==> src/rtl/fetch_pkg.sv <==
// Shared definitions for the instruction-fetch stage: FSM encoding, IF/ID update
// selects, the NOP encoding and the PC increment helper.
package fetch_pkg;

    localparam logic [1:0] ST_FETCH   = 2'd0;
    localparam logic [1:0] ST_DISCARD = 2'd1;
    localparam logic [1:0] ST_HELD    = 2'd2;

    localparam logic [1:0] IFID_HOLD   = 2'd0;
    localparam logic [1:0] IFID_MEM    = 2'd1;
    localparam logic [1:0] IFID_SKID   = 2'd2;
    localparam logic [1:0] IFID_BUBBLE = 2'd3;

    // sll $0,$0,0
    localparam logic [31:0] NOP_INSTR_ENC = 32'h0000_0000;
    localparam logic [31:0] PC_INC        = 32'd4;

    typedef struct packed {
        logic        valid;
        logic [31:0] instr;
        logic [31:0] pc;
    } skid_entry_t;

    // Wraps naturally at 32 bits: 32'hFFFF_FFFC -> 32'h0000_0000.
    function automatic logic [31:0] pc_inc(input logic [31:0] pc);
        return pc + PC_INC;
    endfunction

endpackage

==> src/rtl/fetch_stage_if.sv <==
// Instruction-memory request/response bus between the fetch stage and imem.
interface fetch_stage_if;
    logic        imem_req;
    logic [31:0] imem_addr;
    logic        imem_ready;
    logic [31:0] imem_rdata;

    modport master (
        output imem_req,
        output imem_addr,
        input  imem_ready,
        input  imem_rdata
    );

    modport slave (
        input  imem_req,
        input  imem_addr,
        output imem_ready,
        output imem_rdata
    );
endinterface

==> src/rtl/fetch_skid_buf.sv <==
// One-entry skid buffer holding a word fetched while decode was stalled.
module fetch_skid_buf
    import fetch_pkg::*;
#(
    parameter logic [31:0] CLEAR_INSTR = NOP_INSTR_ENC
) (
    input  logic        clk,
    input  logic        reset,
    input  logic        i_load,
    input  logic        i_clear,
    input  logic [31:0] i_instr,
    input  logic [31:0] i_pc,
    output skid_entry_t o_entry
);

    skid_entry_t r_entry;

    always_ff @(posedge clk) begin
        if (reset || i_clear) begin
            r_entry <= '{valid: 1'b0, instr: CLEAR_INSTR, pc: 32'h0};
        end else if (i_load) begin
            r_entry <= '{valid: 1'b1, instr: i_instr, pc: i_pc};
        end
    end

    assign o_entry = r_entry;

endmodule

==> src/rtl/fetch_stage.sv <==
// MIPS IF stage: PC, imem request handshake, skid buffer and IF/ID register,
// with decode stalls and EX/MEM branch redirects.
module fetch_stage
    import fetch_pkg::*;
#(
    parameter logic [31:0] RESET_PC  = 32'h0000_0000,
    parameter logic [31:0] NOP_INSTR = NOP_INSTR_ENC
) (
    input  logic               clk,
    input  logic               reset,
    input  logic               stall,
    input  logic               redirect,
    input  logic [31:0]        redirect_pc,
    fetch_stage_if.master      imem,
    output logic               ifid_valid,
    output logic [31:0]        ifid_instr,
    output logic [31:0]        ifid_pc,
    output logic [31:0]        ifid_pc4
);

    logic [1:0]  r_state;
    logic [1:0]  w_state_next;
    logic [31:0] r_pc;
    logic [31:0] w_pc_next;
    logic [31:0] r_tgt;
    logic [31:0] w_tgt_next;
    logic        w_skid_load;
    logic        w_skid_clear;
    logic [1:0]  w_ifid_sel;
    skid_entry_t w_skid;

    logic        r_ifid_valid;
    logic [31:0] r_ifid_instr;
    logic [31:0] r_ifid_pc;
    logic [31:0] r_ifid_pc4;

    // The request is gated by reset so an in-flight fetch is dropped immediately.
    assign imem.imem_req  = !reset && (r_state != ST_HELD);
    assign imem.imem_addr = r_pc;

    always_comb begin
        w_state_next = r_state;
        w_pc_next    = r_pc;
        w_tgt_next   = r_tgt;
        w_skid_load  = 1'b0;
        w_skid_clear = 1'b0;
        // Redirect flushes and beats stall; stall holds; otherwise a bubble.
        if (redirect) begin
            w_ifid_sel = IFID_BUBBLE;
        end else if (stall) begin
            w_ifid_sel = IFID_HOLD;
        end else begin
            w_ifid_sel = IFID_BUBBLE;
        end

        case (r_state)
            ST_FETCH: begin
                if (redirect) begin
                    if (imem.imem_ready) begin
                        w_pc_next = redirect_pc;
                    end else begin
                        w_tgt_next   = redirect_pc;
                        w_state_next = ST_DISCARD;
                    end
                end else if (imem.imem_ready) begin
                    w_pc_next = pc_inc(r_pc);
                    if (stall) begin
                        w_skid_load  = 1'b1;
                        w_state_next = ST_HELD;
                    end else begin
                        w_ifid_sel = IFID_MEM;
                    end
                end
            end
            ST_DISCARD: begin
                // The stale response completes the bus cycle and is thrown away.
                if (imem.imem_ready) begin
                    w_pc_next    = redirect ? redirect_pc : r_tgt;
                    w_state_next = ST_FETCH;
                end else if (redirect) begin
                    w_tgt_next = redirect_pc;
                end
            end
            ST_HELD: begin
                if (redirect) begin
                    w_skid_clear = 1'b1;
                    w_pc_next    = redirect_pc;
                    w_state_next = ST_FETCH;
                end else if (!stall) begin
                    w_skid_clear = 1'b1;
                    w_ifid_sel   = IFID_SKID;
                    w_state_next = ST_FETCH;
                end
            end
            default: begin
                w_state_next = ST_FETCH;
            end
        endcase
    end

    always_ff @(posedge clk) begin
        if (reset) begin
            r_state <= ST_FETCH;
            r_pc    <= RESET_PC;
            r_tgt   <= RESET_PC;
        end else begin
            r_state <= w_state_next;
            r_pc    <= w_pc_next;
            r_tgt   <= w_tgt_next;
        end
    end

    fetch_skid_buf #(
        .CLEAR_INSTR (NOP_INSTR)
    ) u_skid (
        .clk     (clk),
        .reset   (reset),
        .i_load  (w_skid_load),
        .i_clear (w_skid_clear),
        .i_instr (imem.imem_rdata),
        .i_pc    (r_pc),
        .o_entry (w_skid)
    );

    always_ff @(posedge clk) begin
        if (reset) begin
            r_ifid_valid <= 1'b0;
            r_ifid_instr <= NOP_INSTR;
            r_ifid_pc    <= 32'h0;
            r_ifid_pc4   <= 32'h0;
        end else begin
            case (w_ifid_sel)
                IFID_MEM: begin
                    r_ifid_valid <= 1'b1;
                    r_ifid_instr <= imem.imem_rdata;
                    r_ifid_pc    <= r_pc;
                    r_ifid_pc4   <= pc_inc(r_pc);
                end
                IFID_SKID: begin
                    r_ifid_valid <= w_skid.valid;
                    r_ifid_instr <= w_skid.valid ? w_skid.instr : NOP_INSTR;
                    r_ifid_pc    <= w_skid.pc;
                    r_ifid_pc4   <= pc_inc(w_skid.pc);
                end
                IFID_BUBBLE: begin
                    r_ifid_valid <= 1'b0;
                    r_ifid_instr <= NOP_INSTR;
                end
                default: begin
                end
            endcase
        end
    end

    assign ifid_valid = r_ifid_valid;
    assign ifid_instr = r_ifid_instr;
    assign ifid_pc    = r_ifid_pc;
    assign ifid_pc4   = r_ifid_pc4;

endmodule

==> src/flat_wrapper.sv <==
// flat-port wrapper written by rule: the top's interface ports become plain ports
module fetch_stage_flat import fetch_pkg::*;
#(
    parameter logic [31:0] RESET_PC  = 32'h0000_0000,
    parameter logic [31:0] NOP_INSTR = NOP_INSTR_ENC
)
  (clk, reset, stall, redirect, redirect_pc, ifid_valid, ifid_instr, ifid_pc, ifid_pc4, imem_imem_req, imem_imem_addr, imem_imem_ready, imem_imem_rdata);
  fetch_stage_if imem_i ();
  input  logic clk;
  input  logic reset;
  input  logic stall;
  input  logic redirect;
  input  logic [31:0] redirect_pc;
  output logic ifid_valid;
  output logic [31:0] ifid_instr;
  output logic [31:0] ifid_pc;
  output logic [31:0] ifid_pc4;
  output wire logic [$bits(imem_i.imem_req)-1:0] imem_imem_req;
  output wire logic [$bits(imem_i.imem_addr)-1:0] imem_imem_addr;
  input wire logic [$bits(imem_i.imem_ready)-1:0] imem_imem_ready;
  input wire logic [$bits(imem_i.imem_rdata)-1:0] imem_imem_rdata;
  assign imem_imem_req = imem_i.imem_req;
  assign imem_imem_addr = imem_i.imem_addr;
  assign imem_i.imem_ready = imem_imem_ready;
  assign imem_i.imem_rdata = imem_imem_rdata;
  fetch_stage #(.RESET_PC(RESET_PC), .NOP_INSTR(NOP_INSTR)) u_core (.clk(clk), .reset(reset), .stall(stall), .redirect(redirect), .redirect_pc(redirect_pc), .imem(imem_i), .ifid_valid(ifid_valid), .ifid_instr(ifid_instr), .ifid_pc(ifid_pc), .ifid_pc4(ifid_pc4));
endmodule
==> config.mk <==
export PLATFORM = sky130hd
export DESIGN_NAME = fetch_stage_flat
export DESIGN_NICKNAME = d
export VERILOG_FILES = /design/src/rtl/fetch_pkg.sv /design/src/rtl/fetch_stage_if.sv /design/src/rtl/fetch_skid_buf.sv /design/src/rtl/fetch_stage.sv /design/src/flat_wrapper.sv
export SDC_FILE = /design/constraint.sdc
export NUM_CORES = 1
export LEC_CHECK = 0
export CAP_MARGIN = 15
export CORE_AREA = 2 2 181 130
export CTS_CLUSTER_DIAMETER = 30
export CTS_CLUSTER_SIZE = 16
export DETAILED_ROUTE_END_ITERATION = 10
export DIE_AREA = 0 0 183 132
export DONT_BUFFER_PORTS = 1
export GPL_TIMING_DRIVEN = 0
export PLACE_DENSITY = 0.66
export SYNTH_ARGS = -nofsm -noshare
export SYNTH_HDL_FRONTEND = slang
export SYNTH_SLANG_ARGS = --single-unit
==> constraint.sdc <==
create_clock -name clk -period 4.8 [get_ports clk]
set_clock_uncertainty 0.1 [all_clocks]
set_input_delay 0.72 -clock clk [delete_from_list [all_inputs] [get_ports clk]]
set_output_delay 0.72 -clock clk [all_outputs]
set_load 0.02 [all_outputs]
==> flow_summary.json <==
{
  "detail-route-antenna-nets": 0,
  "place_congestion": 0.9021,
  "grt_pass1_vias": 10027,
  "synth_cells": 1398,
  "syn2layout_area_growth_pct": 16.15,
  "r2r_cells": 12,
  "clkTransAtPathRegs_ns": 0.05,
  "power.leakage_nw": 4.643,
  "slew-limit-headroom": 0.2000,
  "fp.dieW_microns": 183,
  "critical-path-top-delay-family": "buffers and inverters",
  "rsz0062_at_grt": "false",
  "grt_max_degree": 11,
  "timing.critical_path.required_ns": 5.13,
  "pin_count": 199,
  "grt_util_all_layers": 0.3052,
  "path_cells": "ha_1 > clkbuf_1 > clkbuf_2 > clkbuf_2 > nor2b_1 > o21ai_0 > ha_1 > clkbuf_1 > clkbuf_1 > clkbuf_2 > o211ai_1 > a21oi_1",
  "detailed_place_hpwl_mm": 28.12,
  "drv_slew": 0,
  "postCtsSetupBuffers": 0,
  "cp.depth": 12,
  "path_max_fanout": 10,
  "synthArstFlopShare": 0,
  "clock_latency_ns": 0.52,
  "pre_cts_ws_ns": -0.2954,
  "vias": 10680,
  "postSynthRegisterBits": 226,
  "drive_above_1_share": 0.06685,
  "hp-class": "in2reg",
  "post-route-period-util": 0.9260,
  "setup_ws_ns": 0.3553,
  "start_kind": "flop",
  "synth-seq-area-share": 0.4104,
  "portBuffers": 0,
  "critPathKind": "reg2reg",
  "antenna_found_initial": 0,
  "cp-end-kind": "flop",
  "period_minus_slack_ns": 4.445,
  "nFillCells": 2051,
  "fin_total_pwr_mw": 6.280,
  "placed_cell_area_sq_um": 11380,
  "drc_errors": 0,
  "yosysMostFrequentCell": "nand2_1",
  "place_inst": 1686,
  "cts_sinks": 226,
  "final_util": 0.5733,
  "synth_common_cells": "nand2_1, dfxtp_1, a21oi_1",
  "final_cell_area_sq_um": 12800,
  "cts_max_path_buffers": 3,
  "grt-ovfl-total": 0,
  "finalSetupTns_ns": 0,
  "synth-edff-count": 0,
  "hold_depth": 2,
  "grt_pass1_wl_mm": 57.80,
  "hold_ws_ns": 0.2304,
  "ys_top_cells_by_area": "dfxtp_1, a21oi_1, nand2_1",
  "drt-pass1-iter-count": 5,
  "multiInputGateArea_sq_um": 5949,
  "synthesis.nets": 1477,
  "finalHoldViolCount": 0,
  "fin_nets": 1520,
  "setup_violations": 0,
  "cap_violations": 0,
  "rows": 46,
  "fin_cells": 1754,
  "ys.flop_type": "dfxtp_1",
  "root_buffer": "clkbuf_16",
  "avgSynthCellArea_sq_um": 7.885,
  "hold_buffers": 0,
  "yosysWarningCount": 0,
  "dieArea_sq_um": 24160,
  "peakVddDrop_v": 0.0003168,
  "yosys.area.top_type_share": 0.4104,
  "netlist_area_sq_um": 11020,
  "initial_core_util": 0.4936,
  "coreArea_sq_um": 22330,
  "max_freq_mhz": 225.0,
  "wl_per_cell_microns": 21.38,
  "yosysTopAreaCell": "dfxtp_1",
  "worstMarginPinSlew_ns": 1.191,
  "cpPeakStageDelay_ns": 0.47,
  "cpMaxStageDelayCell": "clkbuf_1",
  "viasPerCell": 6.089,
  "die_h_microns": 132,
  "worstPathArrival_ns": 4.78,
  "status": "finished, final reports clean",
  "routed_wl_mm": 37.51,
  "h-tree-depth": 2,
  "power_density_nw_per_um2": 490.5,
  "cts_tree": "yes",
  "seq_area_sq_um": 4524,
  "cts_buffers": 42,
  "drt_iter0_drc": 1098,
  "num_antenna_cells": 0,
  "ys_types": 62,
  "path_buf_inv": 6
}
## area by class of cell
class | count | share of cell area
tap | 288 | 0.02814
buffer | 125 | 0.03909
multi-input combinational | 1032 | 0.4647
clock inverter | 17 | 0.02082
clock buffer | 52 | 0.08981
sequential | 226 | 0.3534
inverter | 14 | 0.004104
## cells in the final DEF, fill, tap and decap left out, drive strengths merged, types with 20 or more instances in the layout
cell type	synthesis	layout
nand2	245	245
dfxtp	226	226
a21oi	184	184
nor2	157	157
clkbuf	95	147
mux2i	64	64
a22oi	48	48
a211oi	46	46
o21ai	39	39
xor2	30	30
buf	31	30
nand3	24	24
nand4	21	21
xnor2	20	20
a22o	20	20
## state kept, by name (all words and copies together) (netlist names)
name / cells
u_core.u_skid.o_entry: 65
u_core.r_state: 2
u_core.imem.imem_addr: 32
u_core.ifid_pc4: 32
u_core.r_tgt: 32
u_core.ifid_instr: 32
u_core.ifid_valid: 1
u_core.ifid_pc: 30
## worst paths after layout
check                                          startpoint                   endpoint  slack [ns]
worst max-delay path                    u_core.r_state[1]        u_core.ifid_pc4[10]        0.36
worst min register to register  u_core.u_skid.o_entry[57]  u_core.u_skid.o_entry[57]        0.35
worst min-delay path                       redirect_pc[3]            u_core.r_tgt[3]        0.23
worst max register to register          u_core.r_state[1]        u_core.ifid_pc4[10]        0.36
## where the power goes
group	total [mW]	switching (mW)	internal, mW
logic	0.949	0.632	0.318
clock network	3.00	0.950	2.05
registers	2.33	0.302	2.03
## repair_timing
item / 4_1_cts / 5_1_grt
cloned: 0 / 0
pin swaps: 0 / 0
setup endpoints to repair: 37 / 90
hold endpoints to repair: 0 / 0
gates resized for setup: 4 / 4
## logic make-up after synthesis
group | synth area share
XOR/XNOR | 0.03973
flip-flops | 0.4104
multiplexers | 0.06016
AND/OR/NAND/NOR | 0.2048
adder cells (fa/ha/maj) | 0.01135
AO/OA/AOI/OAI | 0.2237
buffers and inverters | 0.04983
## layer usage
layer,track usage,up-vias,share of wire
li1,-,4981,-
met2,0.4381,585,0.41
met5,0,-,0
met4,0.08267,0,0.022
met3,0.09613,64,0.13
met1,0.4391,5050,0.44
(Power assumes the default switching activity.)
